$ cat src/rtl/traffic_pkg.sv
// Shared state codes and lamp encodings for the intersection controller.
package traffic_pkg;

    typedef enum logic [2:0] {
        NS_GREEN  = 3'd0,
        NS_YELLOW = 3'd1,
        ALL_RED_B = 3'd2,
        EW_GREEN  = 3'd3,
        EW_YELLOW = 3'd4,
        ALL_RED_A = 3'd5,
        WALK      = 3'd6,
        FLASH     = 3'd7
    } state_t;

    localparam logic [2:0] RED = 3'b100;
    localparam logic [2:0] YEL = 3'b010;
    localparam logic [2:0] GRN = 3'b001;
    localparam logic [2:0] OFF = 3'b000;

endpackage

$ cat src/rtl/tick_prescaler.sv
// Free-running divider: one-cycle tick every DIV clocks.
module tick_prescaler #(
    parameter int unsigned DIV = 100000000
) (
    input  logic clk,
    input  logic rst_n,
    output logic tick
);

    localparam int W = (DIV > 1) ? $clog2(DIV) : 1;
    localparam logic [W-1:0] LAST = W'(DIV - 1);

    logic [W-1:0] count;

    always_ff @(posedge clk or negedge rst_n) begin
        if (!rst_n) begin
            count <= '0;
        end else if (count == LAST) begin
            count <= '0;
        end else begin
            count <= count + W'(1);
        end
    end

    assign tick = (count == LAST);

endmodule

$ cat src/rtl/traffic_light_ctrl.sv
// Two-approach signal controller with pedestrian walk and night flash.
module traffic_light_ctrl
    import traffic_pkg::*;
#(
    parameter int unsigned CLK_DIV      = 100000000,
    parameter int unsigned GREEN_TIME   = 30,
    parameter int unsigned MIN_GREEN    = 10,
    parameter int unsigned YELLOW_TIME  = 4,
    parameter int unsigned ALL_RED_TIME = 2,
    parameter int unsigned WALK_TIME    = 8,
    parameter int unsigned TIMER_W      = 8
) (
    input  logic       clk,
    input  logic       rst_n,
    input  logic       flash_en,
    input  logic       ped_req,
    output logic [2:0] light1,
    output logic [2:0] light2,
    output logic       ped_walk,
    output logic [2:0] phase
);

    localparam logic [TIMER_W-1:0] G_LAST = TIMER_W'(GREEN_TIME - 1);
    localparam logic [TIMER_W-1:0] M_LAST = TIMER_W'(MIN_GREEN - 1);
    localparam logic [TIMER_W-1:0] Y_LAST = TIMER_W'(YELLOW_TIME - 1);
    localparam logic [TIMER_W-1:0] R_LAST = TIMER_W'(ALL_RED_TIME - 1);
    localparam logic [TIMER_W-1:0] W_LAST = TIMER_W'(WALK_TIME - 1);

    state_t             state;
    state_t             state_nxt;
    logic [TIMER_W-1:0] timer;
    logic [TIMER_W-1:0] timer_nxt;
    logic [TIMER_W-1:0] dur_last;
    logic               tick;
    logic               done;
    logic               cut;
    logic               ped_pend;
    logic               from_ns;
    logic               flash_bit;
    logic               flash_nxt;
    logic               walk_entry;
    logic [2:0]         l1_nxt;
    logic [2:0]         l2_nxt;
    logic               walk_nxt;

    tick_prescaler #(.DIV(CLK_DIV)) u_pre (
        .clk   (clk),
        .rst_n (rst_n),
        .tick  (tick)
    );

    always_comb begin
        dur_last = '0;
        unique case (state)
            NS_GREEN, EW_GREEN:   dur_last = G_LAST;
            NS_YELLOW, EW_YELLOW: dur_last = Y_LAST;
            ALL_RED_A, ALL_RED_B: dur_last = R_LAST;
            WALK:                 dur_last = W_LAST;
            default:              dur_last = '0;
        endcase
    end

    assign done = tick && (timer == dur_last);
    // early green cut once minimum green has been served
    assign cut  = tick && ped_pend && (timer >= M_LAST);

    always_comb begin
        state_nxt = state;
        unique case (state)
            NS_GREEN:  if (done || cut) state_nxt = NS_YELLOW;
            NS_YELLOW: if (done) state_nxt = ped_pend ? WALK : ALL_RED_B;
            ALL_RED_B: if (done) state_nxt = EW_GREEN;
            EW_GREEN:  if (done || cut) state_nxt = EW_YELLOW;
            EW_YELLOW: if (done) state_nxt = ped_pend ? WALK : ALL_RED_A;
            ALL_RED_A: if (done) state_nxt = NS_GREEN;
            WALK:      if (done) state_nxt = from_ns ? ALL_RED_B : ALL_RED_A;
            default:   state_nxt = ALL_RED_A;
        endcase
        if (flash_en) state_nxt = FLASH;
    end

    always_comb begin
        timer_nxt = timer;
        if (state_nxt != state || state == FLASH) begin
            timer_nxt = '0;
        end else if (tick) begin
            timer_nxt = timer + TIMER_W'(1);
        end
    end

    assign walk_entry = (state_nxt == WALK) && (state != WALK);
    assign flash_nxt  = (state == FLASH && state_nxt == FLASH) ? (flash_bit ^ tick) : 1'b0;

    // lamps are decoded from the upcoming state so they register alongside it
    always_comb begin
        l1_nxt   = RED;
        l2_nxt   = RED;
        walk_nxt = 1'b0;
        unique case (state_nxt)
            NS_GREEN:  l1_nxt = GRN;
            NS_YELLOW: l1_nxt = YEL;
            EW_GREEN:  l2_nxt = GRN;
            EW_YELLOW: l2_nxt = YEL;
            WALK:      walk_nxt = 1'b1;
            FLASH: begin
                l1_nxt = flash_nxt ? YEL : OFF;
                l2_nxt = flash_nxt ? RED : OFF;
            end
            default: begin
                l1_nxt = RED;
                l2_nxt = RED;
            end
        endcase
    end

    always_ff @(posedge clk or negedge rst_n) begin
        if (!rst_n) begin
            state     <= ALL_RED_A;
            timer     <= '0;
            ped_pend  <= 1'b0;
            from_ns   <= 1'b0;
            flash_bit <= 1'b0;
            light1    <= RED;
            light2    <= RED;
            ped_walk  <= 1'b0;
        end else begin
            state     <= state_nxt;
            timer     <= timer_nxt;
            ped_pend  <= ped_req | (ped_pend & ~walk_entry);
            if (walk_entry) from_ns <= (state == NS_YELLOW);
            flash_bit <= flash_nxt;
            light1    <= l1_nxt;
            light2    <= l2_nxt;
            ped_walk  <= walk_nxt;
        end
    end

    assign phase = state;

endmodule

$ cat config.mk
export PLATFORM = sky130hd
export DESIGN_NAME = traffic_light_ctrl
export DESIGN_NICKNAME = d
export VERILOG_FILES = /design/src/rtl/traffic_pkg.sv /design/src/rtl/tick_prescaler.sv /design/src/rtl/traffic_light_ctrl.sv
export SDC_FILE = /design/constraint.sdc
export NUM_CORES = 1
export LEC_CHECK = 0
export CORE_ASPECT_RATIO = 0.75
export CORE_MARGIN = 5
export CORE_UTILIZATION = 48
export CTS_CLUSTER_SIZE = 14
export DETAILED_ROUTE_END_ITERATION = 10
export PLACE_DENSITY_LB_ADDON = 0.1
export SYNTH_ARGS = -nofsm -noshare
export SYNTH_HDL_FRONTEND = slang
export SYNTH_HIERARCHICAL = 1
export SYNTH_SLANG_ARGS = --single-unit
$ cat constraint.sdc
create_clock -name clk -period 3.15 [get_ports clk]
set_input_delay 0.315 -clock clk [delete_from_list [all_inputs] [get_ports clk]]
set_output_delay 0.315 -clock clk [all_outputs]
set_load 0.1 [all_outputs]
==> key figures, run 1 <==
Run status
  – Status: finished, final reports clean

Global routing
  – Overall Global Routing Usage: around 17%
  – Global-route wire length before repair: 9800 um
  – GR Overflow Total: 0
  – Vias in the first global route: a little under 2000
  – Pin count of the biggest net entering global routing: 49
  – Initial antenna violation count: 0

Worst setup path
  – Startpoint Class: register
  – Slowest-stage cell, CP: dfrtp_1
  – Reg2reg path depth: 11
  – Slowest stage delay, CP: between 0.3 and 0.4 ns
  – CP Data Required Time: 3.38 ns
  – WP data arrival: 3.07 ns
  – Crit-path cells: ha_1, and2_1, nand3_1, nor3_2, and3b_1, nand4b_1, a2bb2oi_1, o211a_1, a311oi_2, nand3_2, nor2_1
  – Crit. End Element: register
  – Crit Path Class: reg2reg
  – CP Max Fanout: 8

CTS
  – Worst-skew pair later-pin latency: 0.30 ns
  – CTS tree: yes
  – CTS Hold Bufs: 0
  – Setup Fix Bufs, Post-CTS: 0
  – Root buf cell: clkbuf_8
  – Post-cts sizing count: 0
  – Clk slew on worst S/H paths: 0.10 ns
  – Num CTS Buffers: 5
  – H-tree Lvls: 2
  – Sink Count: 48
  – Clock Path Buffers: 2

Logic synthesis
  – Syn Nets: just under 300
  – Yosys reg bits: 48
  – Largest family of logic cells by synthesized area: simple AND/OR/NAND/NOR gates
  – XOR/XNOR share of the synthesized area: 8.28%
  – Netlist cell types: 71
  – Seq/Total Area, Yosys: 44.1%
  – Cell count after synthesis: ~290
  – Main flop type after synthesis: dfrtp_1
  – Share of synthesized registers carrying an async set or reset: 100%
  – Number of synthesized flops with an enable pin: 0
  – Syn avg cell area: 9.60 um2
  – Post-synthesis mux area share: 1.28%
  – Area of the mapped netlist: about 2700 um2
  – Synth Area in Simple Gates: 27.2%
  – Syn. warnings: 6
  – Compound-gate portion of the synthesized area: 13.3%
  – Adder-cell share of the synthesized area: roughly 1.8%

Floorplan
  – Die Width: roughly 97 um
  – Die footprint: around 7300 um2
  – Core Area: about 5400 um2
  – Overall die height: 75.4 um
  – Initial core utilization: 50.3%
  – Ports: 14
  – FP Rows: 23

Finish
  – Multi-input gate area: 1420 um2
  – Commonest non-fill, non-tap cell in the layout: dfrtp_1
  – NumNets Final: 302
  – FF+latch area: about 1200 um2
  – Commonest cells after routing, fill and taps aside: dfrtp_1, nor2_1, nand2_1
  – Area Growth Syn to Fin: 9.97%
  – Antenna diodes: 0
  – Layout cell share with drive strength beyond 1: 13.9%
  – Fill count: 492

Timing
  – Crit share post-route: 90.0%
  – Fin worst setup slack: 0.314 ns
  – Setup tns final: 0 ns
  – Slew Limit Fails: 0
  – Hold Slack: approximately 0.20 ns
  – Setup violators final: 0
  – Tightest Pin Transition: 1.07 ns
  – RSZ-0062 raised after global routing: false
  – Tmin final: 2.84 ns
  – Clock Skews: 0.0111 ns
  – Worst slew margin: 28.9%
  – Final hold vios: 0
  – Fmax: 0.353 GHz

Pwr
  – Sw Ratio: 25.8%
  – Clock power share: between 30% and 40%
  – Internal power: 0.895 mW
  – Maximum vdd drop: 0.000312 V
  – Gate power share: about 10%
  – Static leakage: 1.24 nW
  – Power density over cell area: 401 nW/um2
  – Register share of total power: 52.1%
  – Sw power: 0.312 mW

Routing
  – Final wirelength: 5590 um
  – WL/cell: 15.1 um
  – Detailed Routing Iterations Pass 1: 4
  – Vias per cell: 5.69
  – Antenna viol nets, final: 0
  – # DRC: 0
  – 1st-iter DRT viols: between 90 and 100
  – Via Count: 2107

Worst hold path
  – Hold crit path type: in2async

Placement
  – Count of port buffers added during placement: 13
  – Pre-CTS setup slack: around 0.38 ns
  – GPL Wtd Cong: 0.810
  – DPL Wire Length: 3920 um

Run
  – Total of max-cap violations: 0
-- power by group through the flow --
stage / Sequential, mW / Combinational (mW) / Clock (mW)
final: 0.630 / 0.121 / 0.457
after global routing: 0.631 / 0.131 / 0.502
after CTS: 0.630 / 0.122 / 0.471
after detailed placement: 0.641 / 0.122 / 0
after global placement: 0.642 / 0.122 / 0
after floorplan: 0.677 / 0.0520 / 0
-- path summary, 6_finish.rpt --
| path | startpoint | end | slack (ns) |
|---|---|---|---|
| max in group asynchronous | rst_n | light2[1]$_DFF_PN0_ | 2.29 |
| worst max-delay path | u_pre/count[0]$_DFF_PN0_ | timer[4]$_DFFE_PN0P_ | 0.31 |
| worst min-delay path | rst_n | timer[7]$_DFFE_PN0P_ | 0.20 |
| worst min register to register | u_pre/count[0]$_DFF_PN0_ | u_pre/count[0]$_DFF_PN0_ | 0.46 |
| worst max register to register | u_pre/count[0]$_DFF_PN0_ | timer[4]$_DFFE_PN0P_ | 0.31 |
| min in group clk | u_pre/count[0]$_DFF_PN0_ | u_pre/count[0]$_DFF_PN0_ | 0.46 |
-- synthesized netlist by cell type, drive strengths merged, types with 6 or more instances --
master	instances	share of area [%]
dfrtp	44	40
nor2	31	4.3
nand2	22	3.0
a21oi	16	3.1
xnor2	14	4.8
nand4	12	3.0
inv	11	1.6
nand3	11	2.2
xor2	11	3.5
o21ai	10	1.8
buf	9	2.0
nor3	8	1.6
or4	7	2.2
and3	6	1.4
or3	6	1.4
-- metrics by stage --
step                      cell area (um2)  power (mW)  util (%)  instances
after floorplan                      2740       0.729         -        285
after global placement               2890       0.764      53.2        362
after detailed placement             2890       0.763      53.2        362
after CTS                            3010        1.22      55.3        370
after global routing                 3010        1.26      55.3        370
final                                3010        1.21      55.3        370
-- cell families after synthesis --
| logic type | after synthesis |
|---|---|
| mux | 3 |
| fa+ha+maj | 4 |
| simple gates | 129 |
| compound gates | 52 |
| flops | 48 |
| xor+xnor | 25 |
| buf+inv | 24 |
-- layer usage --
metal	part of all wire [%]	global-route usage (%)
met5	0	0
met4	0.41	4.21
met3	5.3	3.48
met2	39	22.8
met1	55	26.6
-- layout make-up --
class / count / share of cell area (%)
clock buffer: 5 / 2.29
clock inverter: 3 / 1.54
inverter: 11 / 1.46
multi-input combinational: 213 / 47.3
sequential: 48 / 40.1
tap: 75 / 3.12
timing repair buffer: 15 / 4.24
-- sequential cells by signal, indices dropped and copies added (netlist names) --
signal       cells
flash_bit        1
ped_pend         1
from_ns          1
light1           3
u_pre/count     27
light2           3
ped_walk         1
phase            3
timer            8
-- worst max-delay path: cells and delay by family (launching register included) --
| kind | cells | cell delay, ns |
|---|---|---|
| compound gates | 3 | 0.71 |
| fa+ha+maj | 1 | 0.18 |
| flops | 1 | 0.38 |
| simple gates | 7 | 1.51 |
(Power assumes the default switching activity.)
==> run 2: changes to the inputs <==
--- a/config.mk
+++ b/config.mk
@@ -10,6 +10,8 @@
 export CORE_UTILIZATION = 48
 export CTS_CLUSTER_SIZE = 14
 export DETAILED_ROUTE_END_ITERATION = 10
+export GPL_ROUTABILITY_DRIVEN = 1
+export GPL_TIMING_DRIVEN = 1
 export PLACE_DENSITY_LB_ADDON = 0.1
 export SYNTH_ARGS = -nofsm -noshare
 export SYNTH_HDL_FRONTEND = slang
==> results of run 2 <==
No change in the layout: final DEF, timing and power equal those of run 1.
